--- src/rtl/pdp8_ifetch_if.sv ---
// Fetch-unit bus bundle: memory read port, execute-unit handshake and the
// start/busy control pair. The fetch unit is the master, the environment the slave.
interface pdp8_ifetch_if;
  logic        start;
  logic        ifu_rd_req;
  logic [11:0] ifu_rd_addr;
  logic [11:0] ifu_rd_data;
  logic        instr_valid;
  logic        exec_ready;
  logic [11:0] instr_word;
  logic [2:0]  instr_opcode;
  logic [11:0] instr_ea;
  logic [11:0] instr_pc;
  logic        exec_pc_load;
  logic [11:0] exec_new_pc;
  logic        exec_halt;
  logic        fetch_busy;

  modport master (
    input  start, ifu_rd_data, exec_ready, exec_pc_load, exec_new_pc, exec_halt,
    output ifu_rd_req, ifu_rd_addr, instr_valid, instr_word, instr_opcode,
           instr_ea, instr_pc, fetch_busy
  );

  modport slave (
    output start, ifu_rd_data, exec_ready, exec_pc_load, exec_new_pc, exec_halt,
    input  ifu_rd_req, ifu_rd_addr, instr_valid, instr_word, instr_opcode,
           instr_ea, instr_pc, fetch_busy
  );
endinterface

--- src/rtl/pdp8_ifetch.sv ---
// PDP-8 instruction fetch/decode front end. Owns the PC, fetches one word per
// instruction, resolves page/zero-page effective addresses with at most one
// level of indirection, and presents the result to the execute unit.
//
// state      | meaning
// -----------+------------------------------------------------------------
// S_IDLE     | stopped, waiting for start
// S_FETCH    | instruction read request issued at PC, PC advances
// S_WAIT     | counting read latency, decode on the capture cycle
// S_IND_RD   | pointer read request issued at the decoded address
// S_IND_WAIT | counting read latency, pointer becomes the effective address
// S_DISPATCH | instruction offered to execute unit until handshake
module pdp8_ifetch #(
  parameter logic [11:0] START_ADDR = 12'o0200,
  parameter int          RD_LATENCY = 1
) (
  input  logic          clk,
  input  logic          rst,
  pdp8_ifetch_if.master bus
);

  typedef enum logic [2:0] {
    S_IDLE, S_FETCH, S_WAIT, S_IND_RD, S_IND_WAIT, S_DISPATCH
  } state_t;

  localparam logic [2:0] LAT = 3'(RD_LATENCY);

  state_t      state, state_nxt;
  logic [11:0] pc;
  logic [11:0] ptr_addr;
  logic [2:0]  lat_cnt;
  logic [11:0] word_q;
  logic [2:0]  op_q;
  logic [11:0] ea_q;
  logic [11:0] ipc_q;

  logic        lat_done;
  logic        handshake;
  logic        dec_mem;
  logic        dec_ind;
  logic [11:0] dec_base;
  logic [11:0] dec_ea;

  assign lat_done  = (lat_cnt == LAT);
  assign handshake = (state == S_DISPATCH) && bus.exec_ready;

  // Decode straight off the read data; only consumed in the capture cycle.
  // Opcodes 6 and 7 (IOT/OPR) carry no memory operand.
  assign dec_mem  = (bus.ifu_rd_data[11:9] < 3'd6);
  assign dec_ind  = dec_mem && bus.ifu_rd_data[8];
  assign dec_base = bus.ifu_rd_data[7] ? {ipc_q[11:7], 7'b0} : 12'b0;
  assign dec_ea   = dec_base | {5'b0, bus.ifu_rd_data[6:0]};

  assign bus.instr_word   = word_q;
  assign bus.instr_opcode = op_q;
  assign bus.instr_ea     = ea_q;
  assign bus.instr_pc     = ipc_q;

  // State register.
  always_ff @(posedge clk or posedge rst) begin
    if (rst) state <= S_IDLE;
    else     state <= state_nxt;
  end

  // Next-state logic and state-decoded outputs.
  always_comb begin
    state_nxt       = state;
    bus.ifu_rd_req  = 1'b0;
    bus.ifu_rd_addr = 12'b0;
    bus.instr_valid = 1'b0;
    bus.fetch_busy  = (state != S_IDLE);
    case (state)
      S_IDLE: begin
        if (bus.start) state_nxt = S_FETCH;
      end
      S_FETCH: begin
        bus.ifu_rd_req  = 1'b1;
        bus.ifu_rd_addr = pc;
        state_nxt       = S_WAIT;
      end
      S_WAIT: begin
        if (lat_done) state_nxt = dec_ind ? S_IND_RD : S_DISPATCH;
      end
      S_IND_RD: begin
        bus.ifu_rd_req  = 1'b1;
        bus.ifu_rd_addr = ptr_addr;
        state_nxt       = S_IND_WAIT;
      end
      S_IND_WAIT: begin
        if (lat_done) state_nxt = S_DISPATCH;
      end
      S_DISPATCH: begin
        bus.instr_valid = 1'b1;
        if (handshake) state_nxt = bus.exec_halt ? S_IDLE : S_FETCH;
      end
      default: state_nxt = S_IDLE;
    endcase
  end

  // PC, latency counter and captured instruction fields.
  always_ff @(posedge clk or posedge rst) begin
    if (rst) begin
      pc       <= START_ADDR;
      ptr_addr <= 12'b0;
      lat_cnt  <= 3'd0;
      word_q   <= 12'b0;
      op_q     <= 3'd0;
      ea_q     <= 12'b0;
      ipc_q    <= 12'b0;
    end else begin
      case (state)
        S_IDLE: begin
          lat_cnt <= 3'd0;
          if (bus.start) pc <= START_ADDR;
        end
        S_FETCH: begin
          ipc_q   <= pc;
          pc      <= pc + 12'd1;
          lat_cnt <= 3'd1;
        end
        S_WAIT: begin
          if (lat_done) begin
            word_q <= bus.ifu_rd_data;
            op_q   <= bus.ifu_rd_data[11:9];
            if (dec_ind)      ptr_addr <= dec_ea;
            else if (dec_mem) ea_q     <= dec_ea;
            else              ea_q     <= 12'b0;
          end else begin
            lat_cnt <= lat_cnt + 3'd1;
          end
        end
        S_IND_RD: begin
          lat_cnt <= 3'd1;
        end
        S_IND_WAIT: begin
          if (lat_done) ea_q    <= bus.ifu_rd_data;
          else          lat_cnt <= lat_cnt + 3'd1;
        end
        S_DISPATCH: begin
          if (handshake && !bus.exec_halt && bus.exec_pc_load) pc <= bus.exec_new_pc;
        end
        default: ;
      endcase
    end
  end

endmodule

--- src/flat_wrapper.sv ---
// flat-port wrapper written by rule: the top's interface ports become plain ports
module pdp8_ifetch_flat 
#(
  parameter logic [11:0] START_ADDR = 12'o0200,
  parameter int          RD_LATENCY = 1
)
  (clk, rst, bus_start, bus_ifu_rd_data, bus_exec_ready, bus_exec_pc_load, bus_exec_new_pc, bus_exec_halt, bus_ifu_rd_req, bus_ifu_rd_addr, bus_instr_valid, bus_instr_word, bus_instr_opcode, bus_instr_ea, bus_instr_pc, bus_fetch_busy);
  pdp8_ifetch_if bus_i ();
  input  logic clk;
  input  logic rst;
  input wire logic [$bits(bus_i.start)-1:0] bus_start;
  input wire logic [$bits(bus_i.ifu_rd_data)-1:0] bus_ifu_rd_data;
  input wire logic [$bits(bus_i.exec_ready)-1:0] bus_exec_ready;
  input wire logic [$bits(bus_i.exec_pc_load)-1:0] bus_exec_pc_load;
  input wire logic [$bits(bus_i.exec_new_pc)-1:0] bus_exec_new_pc;
  input wire logic [$bits(bus_i.exec_halt)-1:0] bus_exec_halt;
  output wire logic [$bits(bus_i.ifu_rd_req)-1:0] bus_ifu_rd_req;
  output wire logic [$bits(bus_i.ifu_rd_addr)-1:0] bus_ifu_rd_addr;
  output wire logic [$bits(bus_i.instr_valid)-1:0] bus_instr_valid;
  output wire logic [$bits(bus_i.instr_word)-1:0] bus_instr_word;
  output wire logic [$bits(bus_i.instr_opcode)-1:0] bus_instr_opcode;
  output wire logic [$bits(bus_i.instr_ea)-1:0] bus_instr_ea;
  output wire logic [$bits(bus_i.instr_pc)-1:0] bus_instr_pc;
  output wire logic [$bits(bus_i.fetch_busy)-1:0] bus_fetch_busy;
  assign bus_i.start = bus_start;
  assign bus_i.ifu_rd_data = bus_ifu_rd_data;
  assign bus_i.exec_ready = bus_exec_ready;
  assign bus_i.exec_pc_load = bus_exec_pc_load;
  assign bus_i.exec_new_pc = bus_exec_new_pc;
  assign bus_i.exec_halt = bus_exec_halt;
  assign bus_ifu_rd_req = bus_i.ifu_rd_req;
  assign bus_ifu_rd_addr = bus_i.ifu_rd_addr;
  assign bus_instr_valid = bus_i.instr_valid;
  assign bus_instr_word = bus_i.instr_word;
  assign bus_instr_opcode = bus_i.instr_opcode;
  assign bus_instr_ea = bus_i.instr_ea;
  assign bus_instr_pc = bus_i.instr_pc;
  assign bus_fetch_busy = bus_i.fetch_busy;
  pdp8_ifetch #(.START_ADDR(START_ADDR), .RD_LATENCY(RD_LATENCY)) u_core (.clk(clk), .rst(rst), .bus(bus_i));
endmodule
--- config.mk ---
export PLATFORM = sky130hd
export DESIGN_NAME = pdp8_ifetch_flat
export DESIGN_NICKNAME = d
export VERILOG_FILES = /design/src/rtl/pdp8_ifetch_if.sv /design/src/rtl/pdp8_ifetch.sv /design/src/flat_wrapper.sv
export SDC_FILE = /design/constraint.sdc
export NUM_CORES = 1
export LEC_CHECK = 0
export CAP_MARGIN = 20
export CORE_MARGIN = 1
export CORE_UTILIZATION = 40
export CTS_CLUSTER_SIZE = 16
export DETAILED_ROUTE_END_ITERATION = 12
export HOLD_SLACK_MARGIN = 0.15
export PLACE_DENSITY = 0.67
export SLEW_MARGIN = 10
export SYNTH_ARGS = -nofsm -noshare
export SYNTH_HDL_FRONTEND = slang
export SYNTH_SLANG_ARGS = --single-unit
--- constraint.sdc ---
create_clock -name clk -period 5.3 [get_ports clk]
set_clock_uncertainty 0.15 [all_clocks]
set_input_delay 0.795 -clock clk [delete_from_list [all_inputs] [get_ports clk]]
set_output_delay 0.795 -clock clk [all_outputs]
set_load 0.1 [all_outputs]
==> flow_summary_export.csv <==
group,metric,value,unit
status,outcome,"completed",
sta,setup_viol,0,
layout,seq_area,0.00165,mm²
global_route,use_met2,31.9,%
place,io_buffers,83,
clock_network,post_cts_buffers,0,
worst_hold_path,min-delay-path-class,"reg2reg",
floorplan,core_area,0.00822,mm²
clock_network,cts_buffer_depth,2,
yosys,syn_area_per_cell,9.82,µm²
worst_setup_path,r2r_start,"u_core.lat_cnt[1]$_DFFE_PP0P_",
layout,fin_nets,450,
worst_setup_path,worst_ep_arrival_time,3.11,ns
global_route,grt_start_max_net_pins,41,
detailed_routing,drtIter0Drc,150,
global_route,grt_busiest_layer,"met2",
yosys,synth-seq-area-share,48.7,%
place,place_area,0.00424,mm²
worst_hold_path,hold_end,"u_core.bus.instr_pc[1]$_DFFE_PP0P_",
sta,fin_crit_sh,76.5,%
global_route,antenna_found_initial,0,
layout,n_antenna_cell,0,
global_route,grt_pass1_vias,2755,
yosys,synth-edff-count,0,
yosys,synth_top_area_share,47.9,%
clock_network,cts_tree,"yes",
clock_network,clkSlewWorstSetupHoldPaths,0.08,ns
run,cap_viol_max_count,0,
clock_network,numCtsBuffers,9,
clock_network,clock_latency,0.34,ns
detailed_routing,routedWlPerCell,16.1,µm
detailed_routing,firstDrtPassIters,4,
detailed_routing,via_count,2832,
floorplan,dieArea,0.00887,mm²
worst_setup_path,r2r-end,"u_core.bus.instr_ea[7]$_DFFE_PP0P_",
floorplan,initial_core_util,41.3,%
floorplan,rows,33,
clock_network,holdBufCountCts,0,
sta,max_slew_margin,33.9,%
worst_setup_path,crit_path_start,"u_core.state[2]$_DFFE_PP0P_",
global_route,met3_usage,3.56,%
sta,finalSetupTns,0,ns
clock_network,cts_resized,0,
sta,finalHoldViolations,0,
detailed_routing,wirelength,8.48,mm
yosys,yosysMostFrequentCell,"dfrtp_1",
yosys,synth_seq_cells,66,
yosys,synth_async_sr_flop_share,100,%
detailed_routing,ant_nets,0,
worst_hold_path,hold_path.startpoint,"u_core.bus.instr_pc[1]$_DFFE_PP0P_",
yosys,ys_top_cells_by_area,"dfrtp_1, nand2_1, mux2_1, mux2i_1, o21ai_1",
worst_setup_path,critPathKind,"reg2out",
sta,drv_slew,0,
sta,min_period,4.06,ns
clock_network,numClockSinks,66,
layout,drive_gt1_share,7.11,%
layout,final_area,0.00449,mm²
place,dp_hpwl,6.03,mm
clock_network,htreeDepth,3,
global_route,grt_overflow_total,0,
detailed_routing,viasPerCell,5.37,
layout,nFillCells,708,
global_route,grt_pass1_wl,13.9,mm
worst_setup_path,slowest_delay,1.16,ns
yosys,syn_nets,379,
worst_hold_path,whs_path_depth,2,
floorplan,io_pins,84,
yosys,synth_top_area_cell,"dfrtp_1",
sta,worstMarginPinSlew,0.988,ns
floorplan,die_h,94.2,µm
worst_setup_path,path_cells,"inv_2 > nand2_1 > nor2_1 > clkdlybuf4s50_1",
clock_network,cts_root_buffer,"clkbuf_8",
sta,fmax,247,MHz
place,gp_congestion,0.874,
yosys,synth_warnings,0,
worst_setup_path,endpoint_kind,"primary output",
layout,multi_input_area,0.00155,mm²
worst_setup_path,rr_worst_depth,5,
yosys,syn_inst,346,
worst_setup_path,cp_slowest_cell,"clkdlybuf4s50_1",
floorplan,die_w,94.2,µm
worst_setup_path,cp.required,4.36,ns
yosys,ys_top_cells_by_count,"dfrtp_1, nand2_1, nor2_1",
yosys,ys.flop_type,"dfrtp_1",
detailed_routing,drc,0,
yosys,syn_area,0.00340,mm²
worst_setup_path,path_max_fanout,22,
yosys,synth.distinct_cells,57,
global_route,grtUsageMet1,27.5,%
layout,syn2layout_area_growth,32.2,%
worst_setup_path,rrSetupSlack,2.55,ns
worst_setup_path,start_kind,"flop",
global_route,grt_use_total,20.6,%
sta,rsz0062_at_grt,"false",
-- routing by layer --
| layer | routed length, µm | up-vias |
|---|---|---|
| met3 | 456 | 17 |
| li1 | - | 1340 |
| met5 | 0 | - |
| met4 | 184 | 0 |
| met2 | 4070 | 97 |
| met1 | 3770 | 1378 |
-- layout by cell type (no fill, tap or decap), types with 4 or more instances in the layout --
cell	count
clkdlybuf4s50_1	83
clkbuf_8	10
mux2_1	20
nand2_1	62
a22o_1	5
nor2_1	28
nand2b_1	6
mux2i_1	20
inv_1	11
dfrtp_1	65
a21oi_1	11
o21ai_1	22
and3_1	4
nand3_1	6
mux2_2	4
-- worst max-delay path by stage --
| stage | to | slack (ns) | depth (start not counted) |
|---|---|---|---|
| 2_1_floorplan | bus_ifu_rd_addr[11] | 1.99 | 6 |
| 3_3_place_gp | bus_ifu_rd_addr[5] | 1.75 | 4 |
| 3_5_place_dp | bus_ifu_rd_addr[2] | 1.66 | 4 |
| 4_1_cts | bus_ifu_rd_addr[2] | 1.26 | 4 |
| 5_1_grt | bus_ifu_rd_addr[2] | 1.07 | 4 |
| 6_report | bus_ifu_rd_addr[2] | 1.24 | 4 |
-- kinds of logic (layout without fill, tap and decap cells) --
group	after synthesis	count (layout)	synth area share, %
AO/OA/AOI/OAI	67	67	13.1
buffers and inverters	40	116	5.63
adder cells (fa/ha/maj)	3	3	1.11
multiplexers	44	44	13.8
flip-flops	66	66	48.7
AND/OR/NAND/NOR	126	126	17.6
-- critical path, delay by kind of cell (launching register included) --
kind	cells	cell delay (ns)
and+or+nand+nor	2	0.67
buffers and inverters	2	1.46
DFF	1	0.63
-- through the flow --
stage               utilization, %  std cells  worst slack [ns]  hold slack [ns]
floorplan                        -        346              1.99            0.305
global placement              51.6        511              1.75            0.316
detailed placement            51.6        511              1.66            0.313
CTS                           54.6        527              1.26            0.340
global route                  54.6        527              1.07            0.372
finish                        54.6        527              1.24            0.340
-- flip-flops by register name, indices dropped and copies added, names as in the netlist --
signal and count:
u_core.bus.instr_ea 12, u_core.bus.instr_opcode 2, u_core.bus.instr_pc 12, u_core.bus.instr_word 10
u_core.lat_cnt 3, u_core.pc 12, u_core.ptr_addr 12, u_core.state 3
-- area by class of cell --
class                      count  share of cell area [%]
clock buffer                  10                    3.07
clock inverter                 6                    2.51
inverter                      15                    1.25
multi-input combinational    240                    34.6
sequential                    66                    36.8
tap                          105                    2.93
timing repair buffer          85                    18.8
Power is left out: the tool's default activity adds up to more than one toggle a clock period on the data nets, which glitch-free logic cannot reach.
